$ cat config.mk
export PLATFORM = sky130hd
export DESIGN_NAME = iob_reg_pipe_flat
export DESIGN_NICKNAME = d
export VERILOG_FILES = /design/src/rtl/iob_reg_pipe_if.sv /design/src/rtl/iob_reg_pipe.sv /design/src/flat_wrapper.sv
export SDC_FILE = /design/constraint.sdc
export NUM_CORES = 1
export LEC_CHECK = 0
export CAP_MARGIN = 20
export CORE_MARGIN = 10
export CORE_UTILIZATION = 50
export CTS_CLUSTER_DIAMETER = 30
export CTS_CLUSTER_SIZE = 24
export DETAILED_ROUTE_END_ITERATION = 10
export HOLD_SLACK_MARGIN = 0.1
export PLACE_DENSITY = 0.93
export SYNTH_ARGS = -nofsm -noshare
export SYNTH_HDL_FRONTEND = slang
export SYNTH_SLANG_ARGS = --single-unit
$ cat constraint.sdc
create_clock -name clk -period 3.9 [get_ports clk]
set_input_delay 0.975 -clock clk [delete_from_list [all_inputs] [get_ports clk]]
set_output_delay 0.975 -clock clk [all_outputs]
set_load 0.05 [all_outputs]
$ cat src/rtl/iob_reg_pipe_if.sv
// Valid/ready handshake bundle for iob_reg_pipe: upstream (in_*) and downstream (out_*) sides.
// The slave modport is the pipeline's view. The master modport is the view of the logic around it.
interface iob_reg_pipe_if #(
    parameter int DATA_W = 8
);
    logic              in_valid;
    logic              in_ready;
    logic [DATA_W-1:0] in_data;
    logic              out_valid;
    logic              out_ready;
    logic [DATA_W-1:0] out_data;

    modport slave (
        input  in_valid, in_data, out_ready,
        output in_ready, out_valid, out_data
    );

    modport master (
        output in_valid, in_data, out_ready,
        input  in_ready, out_valid, out_data
    );
endinterface

$ cat src/rtl/iob_reg_pipe.sv
// Elastic register pipeline of STAGES valid-tagged stages with flush and occupancy level.
// Define IOB_REG_PIPE_SKID_EN to add a one-entry skid register that makes in_ready a registered output.
module iob_reg_pipe #(
    parameter int                DATA_W  = 8,
    parameter int                STAGES  = 2,
    parameter logic [DATA_W-1:0] RST_VAL = '0,
    parameter int                LEVEL_W = $clog2(STAGES + 2)
) (
    input  logic               clk,
    input  logic               rst,
    input  logic               flush,
    iob_reg_pipe_if.slave      bus,
    output logic [LEVEL_W-1:0] level
);

    logic [STAGES-1:0]  vld_q, vld_d;
    logic [STAGES-1:0]  adv;
    logic [DATA_W-1:0]  data_q [STAGES];
    logic [DATA_W-1:0]  data_d [STAGES];
    logic               src_vld;
    logic [DATA_W-1:0]  src_data;
    logic               in_fire, out_fire;
    logic [LEVEL_W-1:0] level_q, level_d;

    // A stage may load when it is empty or the stage after it is moving.
    always_comb begin
        logic carry;
        carry = !vld_q[STAGES-1] || bus.out_ready;
        adv[STAGES-1] = carry;
        for (int i = STAGES - 2; i >= 0; i--) begin
            carry  = !vld_q[i] || carry;
            adv[i] = carry;
        end
    end

    assign in_fire  = bus.in_valid && bus.in_ready;
    assign out_fire = vld_q[STAGES-1] && bus.out_ready;

`ifdef IOB_REG_PIPE_SKID_EN
    logic              skid_vld_q, skid_vld_d;
    logic [DATA_W-1:0] skid_data_q, skid_data_d;

    assign bus.in_ready = !skid_vld_q && !flush;
    assign src_vld      = skid_vld_q || in_fire;
    assign src_data     = skid_vld_q ? skid_data_q : bus.in_data;

    always_comb begin
        skid_vld_d  = skid_vld_q;
        skid_data_d = skid_data_q;
        if (skid_vld_q && adv[0]) begin
            skid_vld_d = 1'b0;
        end
        if (in_fire && !adv[0]) begin
            skid_vld_d  = 1'b1;
            skid_data_d = bus.in_data;
        end
        if (flush) begin
            skid_vld_d = 1'b0;
        end
    end

    always_ff @(posedge clk) begin
        if (rst) begin
            skid_vld_q  <= 1'b0;
            skid_data_q <= RST_VAL;
        end else begin
            skid_vld_q  <= skid_vld_d;
            skid_data_q <= skid_data_d;
        end
    end
`else
    assign bus.in_ready = adv[0] && !flush;
    assign src_vld      = in_fire;
    assign src_data     = bus.in_data;
`endif

    // Stage loads; data only moves with a valid beat, and a flush leaves data in place.
    always_comb begin
        vld_d  = vld_q;
        data_d = data_q;
        if (flush) begin
            vld_d = '0;
        end else begin
            if (adv[0]) begin
                vld_d[0] = src_vld;
                if (src_vld) begin
                    data_d[0] = src_data;
                end
            end
            for (int i = 1; i < STAGES; i++) begin
                if (adv[i]) begin
                    vld_d[i] = vld_q[i-1];
                    if (vld_q[i-1]) begin
                        data_d[i] = data_q[i-1];
                    end
                end
            end
        end
    end

    always_comb begin
        level_d = level_q + LEVEL_W'(in_fire) - LEVEL_W'(out_fire);
        if (flush) begin
            level_d = '0;
        end
    end

    always_ff @(posedge clk) begin
        if (rst) begin
            vld_q   <= '0;
            level_q <= '0;
            for (int i = 0; i < STAGES; i++) begin
                data_q[i] <= RST_VAL;
            end
        end else begin
            vld_q   <= vld_d;
            data_q  <= data_d;
            level_q <= level_d;
        end
    end

    assign bus.out_valid = vld_q[STAGES-1];
    assign bus.out_data  = data_q[STAGES-1];
    assign level         = level_q;

endmodule

$ cat src/flat_wrapper.sv
// flat-port wrapper written by rule: the top's interface ports become plain ports
module iob_reg_pipe_flat 
#(
    parameter int                DATA_W  = 8,
    parameter int                STAGES  = 2,
    parameter logic [DATA_W-1:0] RST_VAL = '0,
    parameter int                LEVEL_W = $clog2(STAGES + 2)
)
  (clk, rst, flush, level, bus_in_valid, bus_in_data, bus_out_ready, bus_in_ready, bus_out_valid, bus_out_data);
  iob_reg_pipe_if #(.DATA_W(DATA_W)) bus_i ();
  input  logic clk;
  input  logic rst;
  input  logic flush;
  output logic [LEVEL_W-1:0] level;
  input wire logic [$bits(bus_i.in_valid)-1:0] bus_in_valid;
  input wire logic [$bits(bus_i.in_data)-1:0] bus_in_data;
  input wire logic [$bits(bus_i.out_ready)-1:0] bus_out_ready;
  output wire logic [$bits(bus_i.in_ready)-1:0] bus_in_ready;
  output wire logic [$bits(bus_i.out_valid)-1:0] bus_out_valid;
  output wire logic [$bits(bus_i.out_data)-1:0] bus_out_data;
  assign bus_i.in_valid = bus_in_valid;
  assign bus_i.in_data = bus_in_data;
  assign bus_i.out_ready = bus_out_ready;
  assign bus_in_ready = bus_i.in_ready;
  assign bus_out_valid = bus_i.out_valid;
  assign bus_out_data = bus_i.out_data;
  iob_reg_pipe #(.DATA_W(DATA_W), .STAGES(STAGES), .RST_VAL(RST_VAL), .LEVEL_W(LEVEL_W)) u_core (.clk(clk), .rst(rst), .flush(flush), .bus(bus_i), .level(level));
endmodule
# Yosys cells after proc, flatten, opt, wreduce, memory -nomap -nowiden
# Cells that the tools add are included.
[word_totals]
regBits = 20
inputBits = 13
wordCells = 19
[op_classes]
n_addsub = 2
n_bitwise = 1
n_reduce_logical = 11
[ops]
columns = ["op", "count"]
rows = [
  ["3-bit AND reduction", 2],
  ["1-bit logical AND", 3],
  ["1-bit logical NOT", 3],
  ["2-bit by 1-bit adder with 2-bit output", 1],
  ["1-bit logical OR", 2],
  ["2-bit OR reduction", 1],
  ["2-bit by 1-bit subtractor with 2-bit output", 1],
  ["1-bit inverter", 1],
]

# Depth between registers and ports, before layout
[depth]
word_depth = 7
ltp_mapped = 5

# Least setup slack after synthesis
# OpenSTA, ideal clock, no wires.
[synth_path]
kind = "input port to output port"
from = "input port bus_out_ready"
to = "output port bus_in_ready"
arrival_ns = 1.820
path_slack_ns = 1.105
cell_stages = 2
cell_sequence = "and3b_1 -> nor2_1"
[synth_between]
elab_chain_cells = 3
[synth_rtl]
columns = ["element", "line_no", "source"]
rows = [
  ["start: declaration", "flat_wrapper.sv:17", "input wire logic [$bits(bus_i.out_ready)-1:0] bus_out_ready;"],
  ["1-bit logical OR", "iob_reg_pipe.sv:28", "carry = !vld_q[STAGES-1] || bus.out_ready;"],
  ["1-bit logical OR", "iob_reg_pipe.sv:31", "carry = !vld_q[i] || carry;"],
  ["1-bit logical AND", "iob_reg_pipe.sv:72", "assign bus.in_ready = adv[0] && !flush;"],
  ["end: declaration", "flat_wrapper.sv:18", "output wire logic [$bits(bus_i.in_ready)-1:0] bus_in_ready;"],
]
# Every way passes these cells.

# Worst setup path after layout
# Ends and elaborated chain as after synthesis.

==> results.md <==
* Met2 Resource Use GR at 15.6%
* Synthesis Warnings at 0
* RSZ-0062 raised after global routing: no
* DP HPWL at 1510 um
* Part of the power in registers at 60.9%
* Slew margin rel. at 59.7%
* Highest Clock Rate at 326 MHz
* Sw frac at 23.4%
* Initial DRC Count at 17
* Arr. time, crit path at 2090 ps
* Max-slew violations at 0
* CP cell instances: clkdlybuf4s50_1 -> and3b_1 -> nor2_1 -> buf_4
* Top cells by area, synth: dfxtp_1 43%, a21oi_1 9.1%, a21bo_1 8.6%
* Slowest-stage cell, CP: clkdlybuf4s50_1
* Via/cell ratio at 5.45
* Synth unique cells at 25
* Syn avg cell area at 8.83 sq um
* Starting density of the core at 53.6%
* Ys async rst share at 0%
* CTS Root Cell: clkbuf_4
* Vias post-DR at 779
* Post-synthesis net count at 120
* WS Path Type: in2out
* Core area at 1750 sq um
* TNS Setup at 0 ps
* Static Leak at 0.392 nW
* Netlist Area Pre-Place at 936 sq um
* Reg2reg end: u_core.level[1]
* Largest net degree at the start of global routing at 18
* Ports at 25
* Met1 Use GR at 13.0%
* Seq cells post-synth at 20
* Clk pin slew, worst setup/hold paths at 100 ps
* Chip height at 63.3 um
* Peak VDD IR at 214 uV
* Hold slack at 481 ps
* Top-count cell post-synth: dfxtp_1
* Gr busiest metal: met2
* Pwr/cell area at 306 nW/um^2
* Congestion Overflow GR at 0
* DP Worst Slack at 853 ps
* Synth area leader: dfxtp_1
* Top Family by Delay on Critical Path: buffers and inverters
* Pint at 0.268 mW
* Clock skew at 2.65 ps
* Antenna cells at 0
* Gpl congestion at 0.744
* Hold path endpoint: u_core.bus.out_data[7]
* Initial antenna violation count at 0
* Final period util at 78.5%
* Worst-case reg-to-reg path depth at 5
* CTS-repair resized insts at 0
* Outcome: completed
* Total GRT Usage at 10.3%
* Top cells by count, synth: 20 x dfxtp_1, 17 x a21oi_1, 16 x nand3_1
* Clock period minus worst slack at 3060 ps
* Setup Buffers After CTS at 0
* # rows at 15
* CTS tree: done
* Die span in x at 63.3 um
* Worst skew pair latency at 290 ps
* Sw Pwr at 0.0818 mW
* I/O Buffers at 24
* Buf+Inv Stages, Crit Path at 2
* Share of cells above drive strength 1 at 5.93%
* Met3 Use GR at 2.83%
* H-tree depth at 1
* Final worst slack at 837 ps
* CP required at 2920 ps
* Mapped Cells at 106
* Hold buffer count at cts at 0
* Clock power frac at 26.4%
* Hold violation total from the final report at 0
* Total routed wirelength at 2020 um
* Min-delay src: u_core.data_q[15]
* Clk sinks at 20
* Synth-to-Final Area Change at 22.1%
* Worst R2R Start: u_core.vld_q[1]
* Largest stage delay on the critical path at 530 ps
* Post-DRT Antenna Nets at 0
* Least-Margin Pin Slew at 603 ps
* Setup-failing EPs final at 0
* TritonCTS buffer count at 3
* Vias in the first global route at 725
* Final net count at 134
* Die Area at 4000 sq um
* Number of flops mapped to enable cells by yosys at 0
* Crit start category: input pin
* Critical-path maximum fanout at 5
* WL/cell at 14.1 um
* Clock Path Buffers at 2
* Top FF cell, synth: dfxtp_1
* First-pass GRT wire length at 3420 um
* Layout fillers at 159
* WHS Path Cells at 2
* Post-synth top area share at 42.8%
* Setup slack, reg-to-reg at 2060 ps
* Post-synthesis sequential area ratio at 42.8%
* Critical path endpoint category: output pin
* Combinational power share at 12.7%
* Hold crit path type: reg2reg
* Detailed Routing Iterations Pass 1 at 4
* Drt drc at 0
* Max_cap viols at 0
layout by cell type (no fill, tap or decap), drive strengths merged, types with 2 or more instances in the layout:
cell and count:
nor2b 3, o21ai 10, nand3 16, clkdlybuf4s50 23, o21a 2, nor2 2, clkbuf 3, nand2b 2
a21oi 17, a21bo 8, buf 2, dfxtp 20
how the worst max path moves through the flow:
stage,startpoint,endpoint,slack (ps),cells past startpoint
2_1_floorplan,bus_out_ready,bus_in_ready,1100,2
3_3_place_gp,bus_out_ready,bus_in_ready,920,4
3_5_place_dp,bus_out_ready,bus_in_ready,850,4
4_1_cts,bus_out_ready,bus_in_ready,850,4
5_1_grt,bus_out_ready,bus_in_ready,770,4
6_report,bus_out_ready,bus_in_ready,840,4
layout make-up:
| cell class | count | area, sq um | share of cell area, % |
|---|---|---|---|
| well taps | 25 | 31.3 | 2.74 |
| repair buffers | 25 | 245 | 21.5 |
| inverters | 1 | 3.75 | 0.329 |
| multi-input cells | 69 | 439 | 38.4 |
| flip-flops and latches | 20 | 400 | 35.0 |
| clock buffers | 3 | 22.5 | 1.97 |
sequential cells by signal, summed over array words and instances (netlist names):
| signal | flops |
|---|---|
| u_core.vld_q | 2 |
| u_core.bus.out_data | 8 |
| u_core.data_q | 8 |
| u_core.level | 2 |
metrics by stage:
stage / cell area, sq um / std cells / util, % / total power, mW
after CTS: 1140 / 143 / 65.4 / 0.353
after detailed placement: 1120 / 140 / 64.2 / 0.262
after global placement: 1120 / 140 / 64.2 / 0.260
final: 1140 / 143 / 65.4 / 0.350
after global routing: 1140 / 143 / 65.4 / 0.367
after floorplan: 936 / 106 / - / 0.242
layer usage:
metal  part of all wire, %  vias up
li1                      -      389
met3                   6.7        4
met4                   1.8        0
met2                    47       33
met5                     0        -
met1                    45      353
logic make-up after synthesis:
| kind of cell | count (synthesis) | share of synthesized area (%) |
|---|---|---|
| AOI/OAI and AO/OA | 37 | 24.6 |
| xor gates and xnor gates | 1 | 2.94 |
| adders and majority gates | 1 | 1.34 |
| buffers and inverters | 17 | 10.3 |
| DFF | 20 | 42.8 |
| and+or+nand+nor | 30 | 18.1 |
power groups by stage:
stage	Clock (mW)	Sequential [mW]	Combinational (mW)
CTS	0.0951	0.213	0.0447
floorplan	0	0.219	0.0233
global route	0.105	0.214	0.0481
detailed placement	0	0.218	0.0443
finish	0.0923	0.213	0.0445
global placement	0	0.217	0.0430
worst register-to-register path: cells and delay by family (launching register included):
family                   cells  cell delay (ps)
adder cells (fa/ha/maj)      1              280
flip-flops                   1              360
AND/OR/NAND/NOR              4             1100
No activity file was read; power rests on OpenSTA's default activity.
